--- src/rtl/updown_counter_sequencer.sv ---
// Command sequencer for an 8-bit up/down counter: expands LOAD/UP/DOWN/HOLD commands
// into cycle-accurate en/m/load/data_in drive with zero-bubble chaining.
module updown_counter_sequencer #(
  parameter int DATA_W = 8
) (
  input  logic              clk,
  input  logic              rst_n,
  input  logic              cmd_valid,
  output logic              cmd_ready,
  input  logic [1:0]        cmd_op,
  input  logic [DATA_W-1:0] cmd_arg,
  input  logic              abort,
  output logic              en,
  output logic              m,
  output logic              load,
  output logic [DATA_W-1:0] data_in,
  output logic              busy,
  output logic              done
);

  typedef enum logic [0:0] {IDLE = 1'b0, RUN = 1'b1} state_t;

  localparam logic [1:0]        OP_LOAD  = 2'b00;
  localparam logic [1:0]        OP_UP    = 2'b01;
  localparam logic [1:0]        OP_DOWN  = 2'b10;
  localparam logic [1:0]        OP_HOLD  = 2'b11;
  localparam logic [DATA_W-1:0] REM_ZERO = {DATA_W{1'b0}};
  localparam logic [DATA_W-1:0] REM_ONE  = {{(DATA_W-1){1'b0}}, 1'b1};

  state_t              state_r, state_s;
  logic [1:0]          op_r, op_s;
  logic [DATA_W-1:0]   rem_r, rem_s;
  logic                en_r, en_s;
  logic                m_r, m_s;
  logic                load_r, load_s;
  logic [DATA_W-1:0]   data_r, data_s;
  logic                done_r, done_s;
  logic                accept_s;

  // Ready in IDLE or on the last run cycle so the next command chains without a gap.
  assign cmd_ready = rst_n && !abort && ((state_r == IDLE) || (rem_r == REM_ONE));
  assign accept_s  = cmd_valid && cmd_ready;

  assign en      = en_r;
  assign m       = m_r;
  assign load    = load_r;
  assign data_in = data_r;
  assign busy    = (state_r == RUN);
  assign done    = done_r;

  // Next-state and next-output decode.
  always_comb begin
    state_s = state_r;
    op_s    = op_r;
    rem_s   = rem_r;
    en_s    = en_r;
    m_s     = m_r;
    load_s  = load_r;
    data_s  = data_r;
    done_s  = 1'b0;
    if (abort) begin
      state_s = IDLE;
      rem_s   = REM_ZERO;
      en_s    = 1'b0;
      m_s     = 1'b0;
      load_s  = 1'b0;
    end else if (accept_s) begin
      state_s = RUN;
      en_s    = 1'b0;
      m_s     = 1'b0;
      load_s  = 1'b0;
      case (cmd_op)
        OP_LOAD: begin
          op_s   = OP_LOAD;
          rem_s  = REM_ONE;
          load_s = 1'b1;
          data_s = cmd_arg;
        end
        OP_UP, OP_DOWN: begin
          // A zero step count degenerates to a single idle drive cycle.
          if (cmd_arg == REM_ZERO) begin
            op_s  = OP_HOLD;
            rem_s = REM_ONE;
          end else begin
            op_s  = cmd_op;
            rem_s = cmd_arg;
            en_s  = 1'b1;
            m_s   = (cmd_op == OP_DOWN);
          end
        end
        default: begin
          op_s  = OP_HOLD;
          rem_s = (cmd_arg == REM_ZERO) ? REM_ONE : cmd_arg;
        end
      endcase
      done_s = (rem_s == REM_ONE);
    end else if (state_r == RUN) begin
      if (rem_r == REM_ONE) begin
        state_s = IDLE;
        rem_s   = REM_ZERO;
        en_s    = 1'b0;
        m_s     = 1'b0;
        load_s  = 1'b0;
      end else begin
        rem_s  = rem_r - REM_ONE;
        en_s   = (op_r == OP_UP) || (op_r == OP_DOWN);
        m_s    = (op_r == OP_DOWN);
        load_s = 1'b0;
        done_s = (rem_s == REM_ONE);
      end
    end else begin
      en_s   = 1'b0;
      m_s    = 1'b0;
      load_s = 1'b0;
    end
  end

  // State and registered counter-control outputs.
  always_ff @(posedge clk or negedge rst_n) begin
    if (!rst_n) begin
      state_r <= IDLE;
      op_r    <= OP_LOAD;
      rem_r   <= REM_ZERO;
      en_r    <= 1'b0;
      m_r     <= 1'b0;
      load_r  <= 1'b0;
      data_r  <= REM_ZERO;
      done_r  <= 1'b0;
    end else begin
      state_r <= state_s;
      op_r    <= op_s;
      rem_r   <= rem_s;
      en_r    <= en_s;
      m_r     <= m_s;
      load_r  <= load_s;
      data_r  <= data_s;
      done_r  <= done_s;
    end
  end

endmodule

--- config.mk ---
export PLATFORM = sky130hd
export DESIGN_NAME = updown_counter_sequencer
export DESIGN_NICKNAME = d
export VERILOG_FILES = /design/src/rtl/updown_counter_sequencer.sv
export SDC_FILE = /design/constraint.sdc
export NUM_CORES = 1
export LEC_CHECK = 0
export ABC_AREA = 1
export BUFFER_PORTS_ARGS = -buffer_cell sky130_fd_sc_hd__buf_4
export CAP_MARGIN = 20
export CORE_ASPECT_RATIO = 1.2
export CORE_MARGIN = 4
export CORE_UTILIZATION = 45
export DETAILED_ROUTE_END_ITERATION = 12
export PLACE_DENSITY_LB_ADDON = 0.25
export SLEW_MARGIN = 20
export SYNTH_ARGS = -nofsm -noshare
export SYNTH_HDL_FRONTEND = slang
export SYNTH_SLANG_ARGS = --single-unit
--- constraint.sdc ---
create_clock -name clk -period 1.7 [get_ports clk]
set_input_delay 0.085 -clock clk [delete_from_list [all_inputs] [get_ports clk]]
set_output_delay 0.085 -clock clk [all_outputs]
set_load 0.02 [all_outputs]
==> impl_results.md <==
* Final Hold Vio Count at 0
* N_diodes at 0
* Worst-path fanout max at 3
* Setup TNS Final at -9.47 ps
* Minimum clock period at 1710 ps
* Number of remaining DRC errors at 0
* Setup crit start kind: flip-flop
* P_sw at 0.980 mW
* Wire length per cell at 12.3 um
* Routed WL at 3790 um
* # rows at 22
* Clk_lat worst skew at 320 ps
* Synthesized area at 0.00151 mm^2
* Syn Inst Count at 222
* Setup CP Type: flip-flop to output port
* Dpl hpwl at 2750 um
* Yosys warns at 0
* Syn Nets at 242
* First drt pass iteration count at 4
* Worst hold slack at roughly 46 ps
* Clk slew on worst S/H paths at 130 ps
* Area of the multi-input gates at 866 um^2
* Global route overflow at 0
* Largest net degree at the start of global routing at 18
* Async SR Flop Fraction at 100%
* Sw Ratio at between 40% and 50%
* Share of layout cells above drive strength 1 at 25.0%
* Final setup viols at 1
* Root Buffer: clkbuf_4
* Initial Utilization at 48.2%
* Unrepaired setup endpoints after global routing: yes
* Max stage delay on crit path at 420 ps
* CP cell instances: inv_2 -> ha_4 -> inv_2 -> nor3_2 -> nand2_2 -> a21boi_4 -> buf_6
* Util after Layout at between 60 and 70%
* VDD IR max at 0.715 mV
* Netlist cell types at 26
* Post-synth EDFFs at 0
* Hold Startpoint: abort
* CTS H-tree depth at 1
* P_int at 1.26 mW
* CP arrival at ~1600 ps
* Hold depth at 4
* CTS Buf Count at 3
* Failing checks: setup timing
* Final antenna-violating net count at 0
* Slowest cell on crit path: dfrtp_1
* First-pass GRT wire length at 6400 um
* Fillers at 291
* Ports at 28
* R2R cell count at 12
* WHS Endpoint: done
* Worst r2r src: rem_r[1]
* Cells after DPL at 290
* Power per cell area at 1100 mW/mm^2
* Port bufs at 27
* Average cell area after synthesis at slightly below 7 um^2
* Core area at between 0.003 and 0.004 mm^2
* CTS Sinks at 23
* Die X at 61.0 um
* Status: complete, but fails checks
* Iter 0 DRT Violations at 64
* Pleak at 1.12 nW
* Seq cells post-synth at 23
* Max Freq at 585 MHz
* Die Area at between 0.004 and 0.005 mm^2
* Worst-Margin Slew at between 300 and 400 ps
* Final worst slack at -9.47 ps
* Clock share of power at between 10% and 20%
* Nature of the critical path endpoint: output port
* Global Route Usage Sum at 19.0%
* Setup Skew at a little over 8 ps
* Seq. cell area at 577 um^2
* Register-to-register setup slack at approximately 30 ps
* Comb pwr share at a little over half
* Most used DFF post-synth: dfrtp_1
* Via density at 4.99
* Relative slew margins at between 70 and 80%
* Gpl congestion at 0.834
* FF-to-FF End: rem_r[5]
* DP Worst Slack at 124 ps
* Layout area overhead at 34.3%
* Required time of the worst setup path at 1620 ps
* Die H at about 72 um
* Min-Delay Path Class: input port to flip-flop
* Number of global-route vias before repair at 1,502
* Non-filler instance count after layout at 308
* Sequential power share at 36.0%
* Tcrit/Tclk final at 101%
* Clk buf depth at 2
* Initial antenna violation count at 0
* Max cap viols at 0
* Most numerous cell on the critical path: inv_2
* Final nets at 293
* Seq/Total Area, Yosys at about two fifths
* CTS tree: done
* DR vias at 1,538
* Max-slew violations at 0
metal layers:
| metal | share of wire (%) | track usage, % | vias to the layer above |
|---|---|---|---|
| met1 | 44 | 24.6 | 704 |
| met5 | 0 | 0 | - |
| met2 | 51 | 32.0 | 32 |
| met4 | 2.1 | 7.23 | 0 |
| met3 | 3.2 | 1.80 | 9 |
| li1 | - | - | 793 |
stage by stage:
step / total power, mW / area (um^2)
after global routing: 2.48 / 2030
after detailed placement: 1.87 / 1820
after floorplan: 1.53 / 1510
final: 2.24 / 2030
after global placement: 1.86 / 1820
after CTS: 2.15 / 1940
how the worst max path moves through the flow:
stage,from,to,slack [ps],depth (start not counted)
global placement,rem_r[0],done,150,10
floorplan,rem_r[1],rem_r[0],40,9
CTS,rem_r[5],cmd_ready,10,6
detailed placement,rem_r[1],en,120,10
finish,rem_r[1],cmd_ready,-9,7
global route,rem_r[1],cmd_ready,-90,7
final cells by class:
type	instances	area share [%]
multi-input combinational	168	42.6
sequential	23	28.4
timing repair buffer	50	20.6
inverter	27	4.98
tap	36	2.22
clock buffer	4	1.29
state kept, by name, indices dropped and copies added, names as in the netlist:
register,count
data_in,8
rem_r,8
op_r,2
busy,1
done,1
en,1
load,1
m,1
cells in the mapped netlist (2+ instances only):
library cell / n / area share [%]
a21oi_1: 4 / 1.3
nand2_1: 85 / 21
dfrtp_1: 23 / 38
nand3_1: 11 / 3.6
buf_2: 2 / 0.66
inv_1: 26 / 6.4
nor2_1: 26 / 6.4
o21ai_0: 4 / 1.3
nand4_1: 6 / 2.5
ha_1: 6 / 5.0
o21ai_1: 14 / 4.6
repair_timing:
item,in CTS,in global routing
hold buffers,9,0
setup endpoints to repair,1,23
pin swaps,0,8
gates resized for setup,1,16
cloned,0,1
hold endpoints to repair,31,0
buffers inserted,0,4
layout by cell type (no fill, tap or decap):
cell type	n
a21oi_1	4
a211oi_2	1
nor2_4	2
o21ai_2	1
nand2_1	84
nor2_1	23
a21oi_2	1
nand2_2	2
nor2_8	1
nand3_1	11
o21ai_1	13
nor2_2	4
inv_1	23
a21boi_4	1
nand2_4	1
buf_6	2
ha_4	2
buf_12	1
nand3_2	1
ha_1	4
clkbuf_4	3
or2_2	1
o21ai_0	4
nor3_2	1
dlygate4sd3_1	9
buf_4	38
inv_2	4
dfrtp_2	1
clkbuf_1	1
nand4_1	6
dfrtp_1	22
critical path, delay by kind of cell (launching register included):
family          cells  cell delay, ps
fa+ha+maj           1             140
compound gates      1             210
simple gates        2             280
flops               1             420
buf+inv             3             260
power by group through the flow:
stage | Sequential [mW] | Clock, mW | Combinational, mW
2_1_floorplan | 0.840 | 0 | 0.691
4_1_cts | 0.798 | 0.267 | 1.09
5_1_grt | 0.831 | 0.297 | 1.35
6_report | 0.809 | 0.266 | 1.17
3_3_place_gp | 0.804 | 0 | 1.05
3_5_place_dp | 0.808 | 0 | 1.07
kinds of logic after synthesis:
logic type               after synthesis  synth area share (%)
AO/OA/AOI/OAI                         25                  9.17
adder cells (fa/ha/maj)                6                  4.96
buffers and inverters                 32                  8.84
flip-flops                            23                  38.0
AND/OR/NAND/NOR                      136                  39.0
Note: power is estimated with default switching activity, not from simulation.
